## src/rtl/fetch_stage.sv

```systemverilog
// Instruction-fetch stage and IF/ID pipeline register for the 5-stage MIPS32 core.
// Owns the PC, applies decode-stage redirects and load-use stalls, and drains the pipe on stop.

module fetch_stage #(
    parameter logic [31:0] RESET_PC   = 32'h0000_0000,
    parameter int unsigned HALT_DRAIN = 4
) (
    input  logic        CLK,
    input  logic        RST_N,
    input  logic        StallF,
    input  logic        BranchD,
    input  logic [1:0]  SrcPCD,
    input  logic [31:0] BranchOffsetD,
    input  logic [31:0] JrTargetD,
    input  logic        StopD,
    output logic [31:0] ImemAddr,
    input  logic [31:0] ImemData,
    output logic [31:0] InstrD,
    output logic [31:0] PCPlus4D,
    output logic        ValidD,
    output logic        Halted
);

    localparam int unsigned CntW = 4;
    localparam logic [CntW-1:0] DrainInit = CntW'(HALT_DRAIN - 1);

    typedef enum logic [1:0] {
        StRun   = 2'd0,
        StDrain = 2'd1,
        StHalt  = 2'd2
    } state_e;

    state_e          state_q, state_d;
    logic [CntW-1:0] cnt_q, cnt_d;
    logic [31:0]     pc_q, pc_d;
    logic [31:0]     instr_q, instr_d;
    logic [31:0]     pc_plus4_q, pc_plus4_d;
    logic            valid_q, valid_d;
    logic            halted_q, halted_d;

    logic [31:0]     pc_plus4;
    logic [31:0]     branch_target;
    logic [31:0]     jump_target;
    logic [31:0]     redirect_target;
    logic            redirect;

    assign pc_plus4      = pc_q + 32'd4;
    assign branch_target = pc_plus4_q + (BranchOffsetD << 2);
    // Jump target comes from the IF/ID copy of the instruction, not from the memory port.
    assign jump_target   = {pc_plus4_q[31:28], instr_q[25:0], 2'b00};
    assign redirect      = BranchD && (SrcPCD != 2'b00);

    always_comb begin
        redirect_target = pc_plus4;
        unique case (SrcPCD)
            2'b01:   redirect_target = branch_target;
            2'b10:   redirect_target = jump_target;
            2'b11:   redirect_target = JrTargetD;
            default: redirect_target = pc_plus4;
        endcase
    end

    always_comb begin
        state_d    = state_q;
        cnt_d      = cnt_q;
        pc_d       = pc_q;
        instr_d    = instr_q;
        pc_plus4_d = pc_plus4_q;
        valid_d    = valid_q;
        halted_d   = halted_q;

        unique case (state_q)
            StRun: begin
                if (StallF) begin
                    // Stall outranks redirect and stop; both are re-sampled once it clears.
                end else if (redirect) begin
                    pc_d       = redirect_target;
                    instr_d    = 32'h0;
                    pc_plus4_d = 32'h0;
                    valid_d    = 1'b0;
                end else if (StopD && valid_q) begin
                    state_d    = StDrain;
                    cnt_d      = DrainInit;
                    instr_d    = 32'h0;
                    pc_plus4_d = 32'h0;
                    valid_d    = 1'b0;
                end else begin
                    pc_d       = pc_plus4;
                    instr_d    = ImemData;
                    pc_plus4_d = pc_plus4;
                    valid_d    = 1'b1;
                end
            end
            StDrain: begin
                instr_d    = 32'h0;
                pc_plus4_d = 32'h0;
                valid_d    = 1'b0;
                if (cnt_q == '0) begin
                    state_d  = StHalt;
                    halted_d = 1'b1;
                end else begin
                    cnt_d = cnt_q - 1'b1;
                end
            end
            StHalt: begin
                halted_d = 1'b1;
            end
            default: begin
                state_d = StRun;
            end
        endcase
    end

    always_ff @(posedge CLK or negedge RST_N) begin
        if (!RST_N) begin
            state_q    <= StRun;
            cnt_q      <= '0;
            pc_q       <= RESET_PC;
            instr_q    <= 32'h0;
            pc_plus4_q <= 32'h0;
            valid_q    <= 1'b0;
            halted_q   <= 1'b0;
        end else begin
            state_q    <= state_d;
            cnt_q      <= cnt_d;
            pc_q       <= pc_d;
            instr_q    <= instr_d;
            pc_plus4_q <= pc_plus4_d;
            valid_q    <= valid_d;
            halted_q   <= halted_d;
        end
    end

    assign ImemAddr = pc_q;
    assign InstrD   = instr_q;
    assign PCPlus4D = pc_plus4_q;
    assign ValidD   = valid_q;
    assign Halted   = halted_q;

endmodule
```

## config.mk

```make
export PLATFORM = sky130hd
export DESIGN_NAME = fetch_stage
export DESIGN_NICKNAME = d
export VERILOG_FILES = /design/src/rtl/fetch_stage.sv
export SDC_FILE = /design/constraint.sdc
export NUM_CORES = 1
export LEC_CHECK = 0
export ABC_CLOCK_PERIOD_IN_PS = 7000
export CORE_ASPECT_RATIO = 1.2
export CORE_MARGIN = 1
export CORE_UTILIZATION = 33
export DETAILED_ROUTE_END_ITERATION = 6
export DONT_BUFFER_PORTS = 1
export SYNTH_ARGS = -nofsm -noshare
export SYNTH_HDL_FRONTEND = slang
export SYNTH_SLANG_ARGS = --single-unit
```

## constraint.sdc

```tcl
create_clock -name CLK -period 7 [get_ports CLK]
set_clock_uncertainty 0.1 [all_clocks]
set_input_delay 1.4 -clock CLK [delete_from_list [all_inputs] [get_ports CLK]]
set_output_delay 1.4 -clock CLK [all_outputs]
set_load 0.005 [all_outputs]
```

==> flow_summary.ini <==
[grt]
grt-ovfl-total = 0
grt_antenna_before_repair = 0
grtUsageMet1 = 0.280
grt_most_used_layer = met2
gr-usage-met2 = 0.343
grt_pass1_wl_um = 35100
use_met3 = 0.0499
grt_usage = 0.212
grt_max_degree = 105
first_global_vias = 6101

[clock_network]
h-tree-depth = 3
post_cts_resized = 0
cts_tree = yes
clock-sinks = 104
hold_buffers = 0
clkSlewWorstSetupHoldPaths_ns = 0.07
clockBufferDepth = 2
root_buffer = clkbuf_16
clk_latency_ns = 0.35
cts_made_buffers = 9
postCtsSetupBuffers = 0

[floorplanning]
die_area_sq_um = 21600
fp.dieW_um = 134
die_height_um = 161
pin_count = 201
initial_utilization = 0.339
num_rows = 57
core_area_sq_um = 20500

[sta]
rsz0062_at_grt = no
fin_tns_setup_ns = 0
post-route-min-period_ns = 3.72
min_period_over_period = 0.531
slew_violations = 0
fmax_mhz = 269
relSlewSlack = 0.275
hold_viol = 0
tightestPinTransition_ns = 1.09
hold_slack_ns = 0.397
finalSetupViolations = 0

[critical_path]
cp-startpoint = BranchOffsetD[3]
reg2reg_from = PCPlus4D[3]
worstPathCellList = ha_1, a21o_1, a21oi_1, a2111oi_2, o311ai_1, nand2_1, a211oi_1, xor2_1, a31oi_1
crit_path_end = ImemAddr[23]
rrSetupSlack_ns = 3.88
cpMaxStageDelayCell = o311ai_1
crit_buf_inv = 0
reg2reg_to = ImemAddr[25]
critPathMaxFanout = 5
critPathArrivalTime_ns = 3.82
path_depth = 9
crit_path_start_kind = input port
critPathRequiredTime_ns = 7.11
worstSetupPathType = in2reg
reg2reg_depth = 9
critPathCaptureType = flip-flop
cpLargestDelayFamily = compound AO/OA/AOI/OAI gates
cpPeakStageDelay_ns = 0.54

[yosys]
yosysUniqueCellTypes = 68
synthFlopType = dfrtp_1
ys_seq_area_frac = 0.375
ys_ff_latch = 104
synth-edff-count = 0
async_reset_ff_frac = 1.00
syn_nets = 935
syn_avg_cell_area_sq_um = 8.69
yosys_warnings = 0
synthCells = 799
netlist_area_sq_um = 6940

[routing]
wire_per_inst_um = 21.7
antenna_left = 0
drc_errors = 0
vias_per_cell = 5.82
drt_iter0_markers = 390
routed_wl_um = 22500
first_pass_iters = 4
vias = 6031

[cells_and_area]
num-fill-cells = 2108
utilization = 0.364
drive_gt1_frac = 0.0597
n_antenna_cell = 0
final_common_cell = nand2_1
layout_common_cells = nand2_1 (117), dfrtp_1 (104), o21ai_0 (69)
final_nets = 906
synthToLayoutAreaGrowth_pct = 7.19

[pwr]
powerDensity_nw_per_um2 = 404
peakVddDrop_v = 0.000128
p_leak_nw = 3.23

[placed_design]
port_buffers = 0
dp_hpwl_um = 16700
place_congestion = 0.926

[job]
cap_violations = 0

[run_status]
status = finished, final reports clean

[min_path]
hold_class = reg2reg
==> stage by stage <==
stage / power, W / instances / worst slack [ns] / area, sq um
after global placement: 0.00248 / 1024 / 2.94 / 7160
final: 0.00301 / 1036 / 3.28 / 7440
after detailed placement: 0.00250 / 1024 / 2.96 / 7160
after CTS: 0.00302 / 1036 / 3.32 / 7440
after global routing: 0.00323 / 1036 / 3.13 / 7440
after floorplan: 0.00210 / 799 / 3.32 / 6940
==> layout make-up <==
type	count	area (sq um)	share of cell area
clock buffer	11	253	0.0340
inverter	21	78.8	0.0106
multi-input combinational	627	4100	0.550
sequential	104	2600	0.350
tap	265	332	0.0445
timing repair buffer	7	52.6	0.00706
clock inverter	1	30.0	0.00403
==> cells by family after synthesis <==
logic type | after synthesis | share of synthesized area
DFF | 104 | 0.375
buffers and inverters | 68 | 0.0378
AOI/OAI and AO/OA | 263 | 0.250
adders and majority gates | 33 | 0.0605
and+or+nand+nor | 258 | 0.177
muxes | 25 | 0.0384
xor gates and xnor gates | 48 | 0.0605
==> synth_stat cells, types with 3 or more instances <==
cell / n / area, sq um
nand2_1: 117 / 439
dfrtp_1: 104 / 2600
o21ai_0: 69 / 345
a21oi_1: 59 / 295
nor2_1: 39 / 146
clkbuf_1: 38 / 143
a22o_1: 37 / 324
ha_1: 32 / 400
nand3_1: 30 / 150
xnor2_1: 29 / 254
inv_1: 21 / 78.8
xor2_1: 19 / 166
and3_1: 16 / 100
mux2i_1: 15 / 150
a21o_1: 14 / 105
a31oi_1: 13 / 81.3
nor3_1: 12 / 60.1
nand4_1: 11 / 68.8
mux2_2: 9 / 101
a221oi_1: 8 / 70.1
o22a_1: 7 / 61.3
buf_2: 6 / 30.0
o22ai_1: 6 / 37.5
o31ai_1: 6 / 45.0
a211o_1: 4 / 35.0
a211oi_1: 4 / 30.0
a22oi_1: 4 / 30.0
and2_1: 4 / 25.0
nand2b_1: 4 / 25.0
nor2b_1: 4 / 25.0
o211ai_1: 4 / 30.0
o21a_1: 4 / 30.0
o21ai_1: 4 / 20.0
buf_1: 3 / 11.3
==> routing by layer <==
metal,vias up,share of wire,routed length (um)
met2,225,0.48,10700
met5,-,0,0
met3,22,0.069,1550
met1,2921,0.44,9900
met4,0,0.017,373
li1,2863,-,-
==> power by group <==
group | leakage (nW) | switching [W] | internal [W] | total, W
combinational | 1.78 | 0.000749 | 0.000531 | 0.00128
clock | 0.139 | 0.000227 | 0.000290 | 0.000517
sequential | 1.32 | 0.000377 | 0.000833 | 0.00121
total | 3.23 | 0.00135 | 0.00165 | 0.00301
==> flip-flops by register name, indices dropped and copies added, names as in the netlist <==
name,cells
InstrD,32
state_q,2
cnt_q,4
PCPlus4D,32
Halted,1
ImemAddr,32
ValidD,1
==> worst min path at each step <==
stage | start | to | slack [ns] | cells past startpoint
2_1_floorplan | Halted | Halted | 0.36 | 1
6_report | Halted | Halted | 0.40 | 1
3_5_place_dp | Halted | Halted | 0.39 | 1
3_3_place_gp | Halted | Halted | 0.39 | 1
4_1_cts | Halted | Halted | 0.41 | 1
5_1_grt | Halted | Halted | 0.43 | 1
Note: power is estimated with default switching activity, not from simulation.
